`src/rtl/video_pattern_tx.sv`:
```
`default_nettype none
// ============================================================================
// Module      : video_pattern_tx
// Description : Raster timing generator with a moving checkered target box.
//               Counters h/v sweep the full frame while run=1; all outputs are
//               registered one cycle behind the counters. The box position is
//               updated only at the frame boundary, either from a pending
//               load request (clamped) or by bouncing motion.
// Ports       : clk, rst_n (async, active low), run, move_en, step_x, step_y,
//               load_pos, pos_x, pos_y -> tx_de, tx_hsync, tx_vsync,
//               pixel_out, frame_start, target_x, target_y
// Revision    : 1.0 - initial release
// ============================================================================
module video_pattern_tx #(
    parameter int         H_ACTIVE = 640,
    parameter int         H_FP     = 16,
    parameter int         H_SYNC   = 96,
    parameter int         H_BP     = 48,
    parameter int         V_ACTIVE = 480,
    parameter int         V_FP     = 10,
    parameter int         V_SYNC   = 2,
    parameter int         V_BP     = 33,
    parameter int         BOX      = 21,
    parameter int         INIT_X   = 100,
    parameter int         INIT_Y   = 100,
    parameter logic [7:0] BG       = 8'h10
) (
    input  logic        clk,
    input  logic        rst_n,
    input  logic        run,
    input  logic        move_en,
    input  logic [3:0]  step_x,
    input  logic [3:0]  step_y,
    input  logic        load_pos,
    input  logic [11:0] pos_x,
    input  logic [10:0] pos_y,
    output logic        tx_de,
    output logic        tx_hsync,
    output logic        tx_vsync,
    output logic [7:0]  pixel_out,
    output logic        frame_start,
    output logic [11:0] target_x,
    output logic [10:0] target_y
);

    localparam logic [11:0] H_LAST   = 12'(H_ACTIVE + H_FP + H_SYNC + H_BP - 1);
    localparam logic [10:0] V_LAST   = 11'(V_ACTIVE + V_FP + V_SYNC + V_BP - 1);
    localparam logic [11:0] H_ACT    = 12'(H_ACTIVE);
    localparam logic [10:0] V_ACT    = 11'(V_ACTIVE);
    localparam logic [11:0] HS_START = 12'(H_ACTIVE + H_FP);
    localparam logic [11:0] HS_END   = 12'(H_ACTIVE + H_FP + H_SYNC);
    localparam logic [10:0] VS_START = 11'(V_ACTIVE + V_FP);
    localparam logic [10:0] VS_END   = 11'(V_ACTIVE + V_FP + V_SYNC);
    localparam logic [11:0] BOX_X    = 12'(BOX);
    localparam logic [10:0] BOX_Y    = 11'(BOX);
    localparam logic [11:0] X_MAX    = 12'(H_ACTIVE - BOX);
    localparam logic [10:0] Y_MAX    = 11'(V_ACTIVE - BOX);
    localparam logic signed [13:0] X_MAX_S = 14'(H_ACTIVE - BOX);
    localparam logic signed [13:0] Y_MAX_S = 14'(V_ACTIVE - BOX);

    logic [11:0] h;
    logic [10:0] v;
    logic        dir_x;          // 1 = moving toward smaller coordinates
    logic        dir_y;
    logic        pend_valid;
    logic [11:0] pend_x;
    logic [10:0] pend_y;

    // ------------------------------------------------------------------
    // Combinational decode of the current counter position
    // ------------------------------------------------------------------
    logic        de_now;
    logic        in_box;
    logic [11:0] off_x;
    logic [10:0] off_y;
    logic [7:0]  pix_now;
    logic        boundary;

    assign de_now   = (h < H_ACT) && (v < V_ACT);
    assign off_x    = h - target_x;
    assign off_y    = v - target_y;
    assign in_box   = (h >= target_x) && (h < target_x + BOX_X) &&
                      (v >= target_y) && (v < target_y + BOX_Y);
    assign boundary = run && (h == H_LAST) && (v == V_LAST);

    always_comb begin
        pix_now = 8'h00;
        if (de_now) begin
            if (in_box) begin
                // Bit 2 of the XOR of the offsets gives a 4x4 checkerboard.
                pix_now = (off_x[2] ^ off_y[2]) ? 8'h40 : 8'hFF;
            end else begin
                pix_now = BG;
            end
        end
    end

    // ------------------------------------------------------------------
    // Next target position: pending load (clamped) or bouncing motion.
    // Motion uses 14-bit signed math so a step below zero is seen as
    // negative rather than wrapping to a large unsigned value.
    // ------------------------------------------------------------------
    logic signed [13:0] nx;
    logic signed [13:0] ny;
    logic [11:0]        load_x;
    logic [10:0]        load_y;

    always_comb begin
        nx = dir_x ? ($signed({2'b00, target_x}) - $signed({10'd0, step_x}))
                   : ($signed({2'b00, target_x}) + $signed({10'd0, step_x}));
        ny = dir_y ? ($signed({3'b000, target_y}) - $signed({10'd0, step_y}))
                   : ($signed({3'b000, target_y}) + $signed({10'd0, step_y}));
    end

    assign load_x = (pend_x > X_MAX) ? X_MAX : pend_x;
    assign load_y = (pend_y > Y_MAX) ? Y_MAX : pend_y;

    always_ff @(posedge clk or negedge rst_n) begin
        if (!rst_n) begin
            h           <= 12'd0;
            v           <= 11'd0;
            tx_de       <= 1'b0;
            tx_hsync    <= 1'b0;
            tx_vsync    <= 1'b0;
            frame_start <= 1'b0;
            pixel_out   <= 8'h00;
            target_x    <= 12'(INIT_X);
            target_y    <= 11'(INIT_Y);
            dir_x       <= 1'b0;
            dir_y       <= 1'b0;
            pend_valid  <= 1'b0;
            pend_x      <= 12'd0;
            pend_y      <= 11'd0;
        end else begin
            // A new request always wins; otherwise the boundary consumes it.
            if (load_pos) begin
                pend_valid <= 1'b1;
                pend_x     <= pos_x;
                pend_y     <= pos_y;
            end else if (boundary && pend_valid) begin
                pend_valid <= 1'b0;
            end

            if (run) begin
                tx_de       <= de_now;
                tx_hsync    <= (h >= HS_START) && (h < HS_END);
                tx_vsync    <= (v >= VS_START) && (v < VS_END);
                frame_start <= (h == 12'd0) && (v == 11'd0);
                pixel_out   <= pix_now;

                if (h == H_LAST) begin
                    h <= 12'd0;
                    v <= (v == V_LAST) ? 11'd0 : v + 11'd1;
                end else begin
                    h <= h + 12'd1;
                end

                if (boundary) begin
                    if (pend_valid) begin
                        target_x <= load_x;
                        target_y <= load_y;
                    end else if (move_en) begin
                        if (nx[13]) begin
                            target_x <= 12'd0;
                            dir_x    <= ~dir_x;
                        end else if (nx > X_MAX_S) begin
                            target_x <= X_MAX;
                            dir_x    <= ~dir_x;
                        end else begin
                            target_x <= nx[11:0];
                        end
                        if (ny[13]) begin
                            target_y <= 11'd0;
                            dir_y    <= ~dir_y;
                        end else if (ny > Y_MAX_S) begin
                            target_y <= Y_MAX;
                            dir_y    <= ~dir_y;
                        end else begin
                            target_y <= ny[10:0];
                        end
                    end
                end
            end else begin
                h           <= 12'd0;
                v           <= 11'd0;
                tx_de       <= 1'b0;
                tx_hsync    <= 1'b0;
                tx_vsync    <= 1'b0;
                frame_start <= 1'b0;
                pixel_out   <= 8'h00;
            end
        end
    end

endmodule
`default_nettype wire

```
`config.mk`:
```
export PLATFORM = sky130hd
export DESIGN_NAME = video_pattern_tx
export DESIGN_NICKNAME = d
export VERILOG_FILES = /design/src/rtl/video_pattern_tx.sv
export SDC_FILE = /design/constraint.sdc
export NUM_CORES = 1
export LEC_CHECK = 0
export BUFFER_PORTS_ARGS = -buffer_cell sky130_fd_sc_hd__buf_2
export CORE_MARGIN = 1.5
export CORE_UTILIZATION = 45
export CTS_CLUSTER_DIAMETER = 150
export DETAILED_ROUTE_END_ITERATION = 6
export PLACE_DENSITY = 0.69
export SETUP_SLACK_MARGIN = 0.1
export SLEW_MARGIN = 20
export SYNTH_ARGS = -nofsm -noshare
export SYNTH_HDL_FRONTEND = slang
export SYNTH_SLANG_ARGS = --single-unit
```
`constraint.sdc`:
```
create_clock -name clk -period 4.78 [get_ports clk]
set_input_delay 0.717 -clock clk [delete_from_list [all_inputs] [get_ports clk]]
set_output_delay 0.717 -clock clk [all_outputs]
set_load 0.1 [all_outputs]
```
# [After elaboration in Yosys (flattened, before gate mapping)]
# Index checks and enable logic that the tools add are counted.
[totals] register_bits=84 inputBits=36 word_cells=95
[classes] n_addsub=10 order_cmp=14 n_eq_ne=3 mux=31 bitwise_logic=4 reduce_logical=19
[ops] cell="11-bit two-way mux" n=8
[ops] cell="12-bit two-way mux" n=7
[ops] cell="8-bit two-way mux" n=4
[ops] cell="14-bit two-way mux" n=2
[ops] cell="12-bit by 10-bit < comparator with 1-bit output (second input constant)" n=2
[ops] cell="11-bit by 9-bit < comparator with 1-bit output (second input constant)" n=2
[ops] cell="14-bit by 10-bit > comparator with 1-bit output (second input constant)" n=1
[ops] cell="14-bit by 11-bit > comparator with 1-bit output (second input constant)" n=1
[ops] cell="12-bit by 4-bit adder with 13-bit output" n=1
[ops] cell="12-bit by 4-bit subtractor with 13-bit output" n=1
[ops] cell="11-bit by 4-bit adder with 12-bit output" n=1
[ops] cell="12-bit by 1-bit adder with 12-bit output (second input constant)" n=1
[ops] cell="12-bit by 5-bit adder with 12-bit output (second input constant)" n=1
[ops] cell="12-bit by 10-bit == test with 1-bit output (second input constant)" n=1
[ops] cell="12-bit by 10-bit greater-or-equal comparator with 1-bit output (second input constant)" n=1
[ops] cell="12-bit greater-or-equal comparator" n=1
[ops] cell="12-bit by 10-bit > comparator with 1-bit output (second input constant)" n=1
[ops] cell="12-bit logical NOT" n=1
[ops] cell="12-bit < comparator" n=1
[ops] cell="11-bit by 4-bit subtractor with 12-bit output" n=1
[ops] cell="11-bit by 1-bit adder with 11-bit output (second input constant)" n=1
[ops] cell="11-bit by 5-bit adder with 11-bit output (second input constant)" n=1
[ops] cell="11-bit by 10-bit == test with 1-bit output (second input constant)" n=1
[ops] cell="11-bit greater-or-equal comparator" n=1
[ops] cell="other kinds (13)" n=38

# [Longest topological paths before layout]
# Gate-level depths: netlist of the first run.
[depth] depth_word=8 depth_mapped=12 mapped_depth_nobuf=12

# [Least setup slack after synthesis of the first run]
# Ideal clock, no wire load.
[synth_path] path_kind="register to register" from="reg target_x[0]" to="reg target_x[1]" arrival_ns=3.367 required_time_ns=4.639 slack_ns=1.272 path_stages_with_launch=11 synth_period_minus_slack_ns=3.508 path_cell_list="dfrtp_1 ha_1 fa_1 nor3b_1 o311ai_1 o41ai_2 xnor2_1 o211a_1 o41a_1 o31ai_1 a31oi_1"
[synth_via] elab_chain_len=7
[synth_lines] element="from (decl)" line_no="42" rtl="output logic [11:0] target_x,"
[synth_lines] element="from (signal assigned)" line_no="127" rtl="target_x <= 12'(INIT_X);"
[synth_lines] element="from (signal assigned)" line_no="160" rtl="target_x <= load_x;"
[synth_lines] element="from (signal assigned)" line_no="170" rtl="target_x <= nx[11:0];"
[synth_lines] element="12-bit by 4-bit adder with 13-bit output or 12-bit by 4-bit subtractor with 13-bit output (tied branches)" line_no="110, 109"
[synth_lines] element="14-bit two-way mux (*)" line_no="109" rtl="nx = dir_x ? ($signed({2'b00, target_x}) - $signed({10'd0, step_x}))"
[synth_lines] element="14-bit by 11-bit > comparator with 1-bit output" line_no="166" rtl="end else if (nx > X_MAX_S) begin"
[synth_lines] element="12-bit two-way mux" line_no="166"
[synth_lines] element="12-bit two-way mux (*)" line_no="163" rtl="if (nx[13]) begin"
[synth_lines] element="12-bit two-way mux (*)" line_no="162" rtl="end else if (move_en) begin"
[synth_lines] element="12-bit two-way mux (*)" line_no="159" rtl="if (pend_valid) begin"
# Mark *: on every way between the ends. The rest lies on a longest branch, timed or not. The select of a mux whose other input is x is not followed.
# A chain may end at the register's enable or synchronous reset.

# [Final worst setup path of the first run]
[layout_path] from="in step_x[0]" to="reg target_x[6]"
[layout_via] elab_chain_len=7
[layout_lines] element="from (decl)" line_no="32" rtl="input logic [3:0] step_x,"
[layout_lines] element="12-bit by 4-bit adder with 13-bit output or 12-bit by 4-bit subtractor with 13-bit output (tied branches)" line_no="110, 109"
[layout_lines] element="14-bit two-way mux (*)" line_no="109"
[layout_lines] element="14-bit by 11-bit > comparator with 1-bit output" line_no="166"
[layout_lines] element="12-bit two-way mux" line_no="166"
[layout_lines] element="12-bit two-way mux (*)" line_no="163"
[layout_lines] element="12-bit two-way mux (*)" line_no="162"
[layout_lines] element="12-bit two-way mux (*)" line_no="159"
# Marks and branches as above.

==> results of run 1 <==
-- layer usage --
metal,global-route usage,wire (um)
met2,0.373,7570
met1,0.301,7180
met4,0.0559,187
met5,0,0
met3,0.0435,828
-- state kept, by name, indices dropped and copies added (netlist names), 3 cells and up --
signal     cells
pend_x        12
pend_y        11
pixel_out      3
target_x      12
h             12
v             11
target_y      11
-- final cells by class --
type | count | area share
clock buffer | 11 | 0.0327
sequential | 79 | 0.279
timing repair buffer | 71 | 0.0534
tap | 180 | 0.0316
multi-input combinational | 557 | 0.569
inverter | 49 | 0.0258
clock inverter | 5 | 0.00844
-- cells by family after synthesis --
logic type | after synthesis
adder cells (fa/ha/maj) | 72
AND/OR/NAND/NOR | 235
flip-flops | 79
buffers and inverters | 79
AO/OA/AOI/OAI | 179
XOR/XNOR | 44
multiplexers | 27
-- stage by stage --
step / power, mW / area [um^2] / setup WS [ns] / util / hold slack [ns]
floorplan: 0.812 / 6350 / 1.27 / - / 0.421
global placement: 0.861 / 6790 / 1.15 / 0.491 / 0.472
detailed placement: 0.869 / 6790 / 1.08 / 0.491 / 0.477
CTS: 1.56 / 7090 / 1.42 / 0.512 / 0.486
global route: 1.61 / 7120 / 1.21 / 0.515 / 0.274
finish: 1.54 / 7120 / 1.39 / 0.515 / 0.258
-- power breakdown --
part | internal, mW | switching [mW] | leakage (nW)
Clock | 0.405 | 0.279 | 0.140
Sequential | 0.692 | 0.0187 | 0.980
Combinational | 0.0626 | 0.0859 | 2.03
Total | 1.16 | 0.383 | 3.15
-- worst max-delay path, delay by kind of cell --
kind | cells | cell delay (ns)
buf+inv | 1 | 0.11
fa+ha+maj | 2 | 0.61
compound gates | 6 | 1.82
xor+xnor | 1 | 0.19
simple gates | 1 | 0.17
-- Yosys cell counts, types with 5 or more instances --
master,count,area share
dfrtp_1,73,0.29
ha_1,68,0.13
nor2_1,59,0.035
inv_1,48,0.028
nand2_1,43,0.025
a21oi_1,39,0.031
o21ai_0,37,0.029
xnor2_1,35,0.048
mux2_2,23,0.041
nand3_1,21,0.017
clkbuf_1,20,0.012
nor3_1,20,0.016
nor2b_1,19,0.019
o21a_1,19,0.022
nand4_1,15,0.015
a31oi_1,12,0.012
o31ai_1,12,0.014
o211ai_1,9,0.011
xor2_1,9,0.012
or3_1,8,0.0079
a211oi_1,7,0.0083
and2_1,6,0.0059
dfstp_2,6,0.025
nand2b_1,6,0.0059
nand4b_1,6,0.0083
and3_1,5,0.0049
buf_2,5,0.0039
buf_4,5,0.0059
nor3b_1,5,0.0059
o22ai_1,5,0.0049
-- worst max-delay path by stage --
stage          depth (start not counted)  slack (ns)          end
5_1_grt                               10        1.21  target_x[6]
3_3_place_gp                          11        1.15  target_x[1]
6_report                              11        1.39  target_x[6]
4_1_cts                               10        1.42  target_x[6]
2_1_floorplan                         10        1.27  target_x[1]
3_5_place_dp                          11        1.08  target_x[6]
-- cell usage in the layout, fill, tap and decap left out, drive strengths merged, types with 5 or more instances in the layout --
cell	synthesis	layout
a21oi	39	39
and3	5	5
o21a	19	19
a31oi	12	12
and2	7	7
dfstp	6	6
o21ai	41	41
inv	48	48
o211ai	9	9
o22ai	5	5
nor2	60	60
dfrtp	73	73
a211oi	7	7
clkbuf	20	11
xnor2	35	35
xor2	9	9
nor2b	19	19
nand4b	6	6
o31ai	13	13
ha	68	68
mux2	23	23
nand4	15	15
nor3b	6	6
buf	10	71
nand2	43	43
nand3	21	21
nor3	21	21
or3	8	8
nand2b	6	6
==> impl_metrics.tcl, run 1 <==
set metrics [dict create \
    status "finished clean" \
    routabilityCongestion 0.919 \
    io_pins 71 \
    synthArstFlopShare 1.00 \
    max_cap_violations 0 \
    finalCritPeriodShare 0.709 \
    first_iter_violations 526 \
    post_drt_wl_per_cell_um 16.6 \
    synth_edf_count 0 \
    synth_area_um2 6350 \
    clock_sinks 79 \
    synth_top_family_by_area "simple AND/OR/NAND/NOR gates" \
    grt_pass1_vias 5488 \
    area_delta_synth_final_pct 12.1 \
    hold_viol 0 \
    vias 5544 \
    cp_max_fo 9 \
    synth_nets 823 \
    tns_ns 0 \
    cts_resized 0 \
    cp_slowest_cell "o41a_1" \
    ir_drop_v 0.000237 \
    dpl.hpwl_mm 12.0 \
    antenna_found_initial 0 \
    cts_root_buffer "clkbuf_16" \
    synth_fa_ha_area_frac 0.147 \
    htreeDepth 3 \
    ff2ff_path_depth 10 \
    reg2reg_from "target_x[0]" \
    hold_buffers 0 \
    via_per_inst 5.82 \
    grt_max_degree 80 \
    grt.total_usage 0.224 \
    nets 875 \
    r2r_setup_slack_ns 1.40 \
    clockBufferDepth 2 \
    slew_violations 0 \
    syn_avg_cell_area_um2 8.88 \
    fillers 1274 \
    finalSetupViolCount 0 \
    synth-compound-area-share 0.191 \
    num_rows 43 \
    crit_path_start "step_x[0]" \
    clk_pin_slew_worst_paths_ns 0.06 \
    final_cells 952 \
    ys_warn_count 0 \
    path_cells "buf_2, ha_1, fa_1, nor3b_1, o311ai_1, o41ai_2, xnor2_1, o211a_1, o41a_1, o31ai_1, a31oi_1" \
    crit_arrival_ns 3.64 \
    ys_ff_latch 79 \
    grt_pass1_wl_mm 26.6 \
    synthFlopType "dfrtp_1" \
    dp.cells 935 \
    port_buffers 70 \
    drtAntennaViolNets 0 \
    synth-simple-area-share 0.191 \
    startpoint_type "primary input" \
    drive_above_1_share 0.162 \
    antenna_cells 0 \
    cpPeakStageDelay_ns 0.54 \
    post_cts_buffers 0 \
    start_util 0.459 \
    seq_area_frac_synth 0.312 \
    clkLatencyLatePin_ns 0.35 \
    synth_mux_area_frac 0.0471 \
    dieWidth_um 122 \
    wl_mm 15.8 \
    die-area_um2 14800 \
    synth_cell_types 68 \
    multi_input_area_um2 4050 \
    cellPowerDensity_nw_per_um2 217 \
    syn_inst 715 \
    period_minus_slack_ns 3.39 \
    hold_class "in2async" \
    skew_ns 0.0102 \
    cts_tree "built" \
    worstMarginPinSlew_ns 0.788 \
    grt_overflow 0 \
    drtPass1Iterations 5 \
    seqCellArea_um2 1980 \
    worst_setup_path_end_kind "flop" \
    numCtsBuffers 9 \
    core_area_um2 13800 \
    worst-setup-path-type "in2reg" \
    rsz0062_at_grt "no" \
    drc 0 \
    yosys.area_share.xor_xnor 0.0607 \
    slew_headroom 0.471 \
    critPathRequiredTime_ns 5.03 \
    clock.fmax_ghz 0.295 \
    leakagePower_nw 3.15 \
    timing.rr.end "target_x[6]" \
    die_h_um 122 \
]
Note: power is estimated with default switching activity, not from simulation.
==> inputs of run 2 (changes only) <==
PLACE_DENSITY = 0.71   (was 0.69)
clock period = 2.8 ns   (was 4.78 ns; I/O delays follow)
==> impl_metrics.tcl, run 2 (synthesized netlist as in run 1, its figures left out) <==
set metrics [dict create \
    status "finished with violations" \
    violations "negative setup slack" \
    max_cap_violations 0 \
    clockBufferDepth 2 \
    vias 6083 \
    num_rows 43 \
    placed_area_um2 7470 \
    drc 0 \
    clkLatencyLatePin_ns 0.35 \
    port_buffers 70 \
    clock_sinks 79 \
    dieWidth_um 122 \
    period_minus_slack_ns 2.93 \
    nets 959 \
    first_iter_violations 716 \
    htreeDepth 3 \
    worst_setup_path_end_kind "flop" \
    critPathRequiredTime_ns 3.03 \
    drive_above_1_share 0.361 \
    grt.total_usage 0.247 \
    skew_ns 0.00766 \
    antenna_found_initial 0 \
    layout_common_cells "buf_4 (80), buf_2 (69), ha_1 (59)" \
    leakagePower_nw 3.64 \
    grt_max_degree 47 \
    core_area_um2 13800 \
    largestRegisters "h x12, pend_x x12, target_x x12" \
    setup_ws_ns -0.125 \
    worst-setup-path-type "reg2reg" \
    crit_arrival_ns 3.15 \
    whs_ns 0.0788 \
    antenna_cells 0 \
    cp_max_fo 9 \
    via_per_inst 5.88 \
    worstMarginPinSlew_ns 0.642 \
    dpl.hpwl_mm 13.4 \
    finalSetupViolCount 11 \
    startpoint_type "flop" \
    final_common_cell "buf_4" \
    slew_headroom 0.572 \
    finalCritPeriodShare 1.04 \
    grt_overflow 0 \
    grt_pass1_vias 5949 \
    die-area_um2 14800 \
    cellPowerDensity_nw_per_um2 326 \
    cts_root_buffer "clkbuf_16" \
    drtPass1Iterations 5 \
    ir_drop_v 0.000447 \
    start_util 0.459 \
    area_delta_synth_final_pct 31.6 \
    hold_buffers 0 \
    clock.fmax_ghz 0.342 \
    clk_pin_slew_worst_paths_ns 0.07 \
    slew_violations 0 \
    numCtsBuffers 9 \
    cts_tree "built" \
    routabilityCongestion 0.954 \
    drtAntennaViolNets 0 \
    hold_viol 0 \
    grt_pass1_wl_mm 28.9 \
    io_pins 71 \
    die_h_um 122 \
    final_cell_area_um2 8360 \
    wl_mm 18.4 \
    hold_class "in2async" \
    rsz0062_at_grt "yes" \
    post_drt_wl_per_cell_um 17.8 \
]
run 2: area by class of cell:
cell class | instances | area, um^2
flip-flops and latches | 79 | 2040
multi-input cells | 558 | 4580
clock buffers | 11 | 275
fillers | 1164 | 5470
repair buffers | 154 | 1010
inverters | 49 | 186
well taps | 180 | 225
clock inverters | 4 | 33.8
run 2: routing by layer:
layer / up-vias / part of all wire / GRT usage
li1: 2852 / - / -
met1: 2946 / 0.44 / 0.323
met2: 239 / 0.48 / 0.409
met3: 46 / 0.060 / 0.0459
met4: 0 / 0.023 / 0.0882
met5: - / 0 / 0
run 2: critical path, stage by stage, from the launching register on:
cell,delay (ns)
dfrtp_4,0.52
ha_2,0.37
nor4b_1,0.45
a31oi_2,0.13
a311oi_4,0.37
xnor2_2,0.14
o31ai_4,0.33
buf_6,0.18
nand4_1,0.09
o22ai_2,0.16
a21oi_2,0.05
run 2: worst paths after layout:
path	start	endpoint	slack [ns]	depth (start not counted)
setup / recovery	target_x[3]	target_x[0]	-0.13	10
hold / removal	rst_n	h[1]	0.08	1
setup reg to reg	target_x[3]	target_x[0]	-0.13	10
hold reg to reg	h[0]	h[0]	0.50	1
max in group asynchronous	rst_n	target_y[5]	1.97	2
min in group clk	pos_x[4]	pend_x[4]	0.30	2
run 2: power breakdown:
part	internal, mW	switching (mW)	total, mW
Clock	0.712	0.512	1.22
Sequential	1.18	0.0317	1.21
Combinational	0.124	0.165	0.289
run 2: timing repair:
action                                 CTS  global route
resized for setup                       19            69
pin swaps                               19            42
setup endpoints to repair               18            31
setup buffers                            9            12
cloned                                   1             0
endpoints found under the hold margin    0             0
run 2: metrics by stage:
step / cells / TNS (ns) / setup WS, ns / total power, mW / util
6_report: 1035 / -0.585 / -0.125 / 2.73 / 0.604
5_1_grt: 1035 / -2.27 / -0.254 / 2.81 / 0.604
4_1_cts: 1023 / -0.00559 / -0.00559 / 2.73 / 0.575
3_5_place_dp: 998 / -0.332 / -0.0815 / 1.50 / 0.540
3_3_place_gp: 998 / -0.115 / -0.0363 / 1.49 / 0.540
2_1_floorplan: 715 / -0.180 / -0.0713 / 1.39 / -
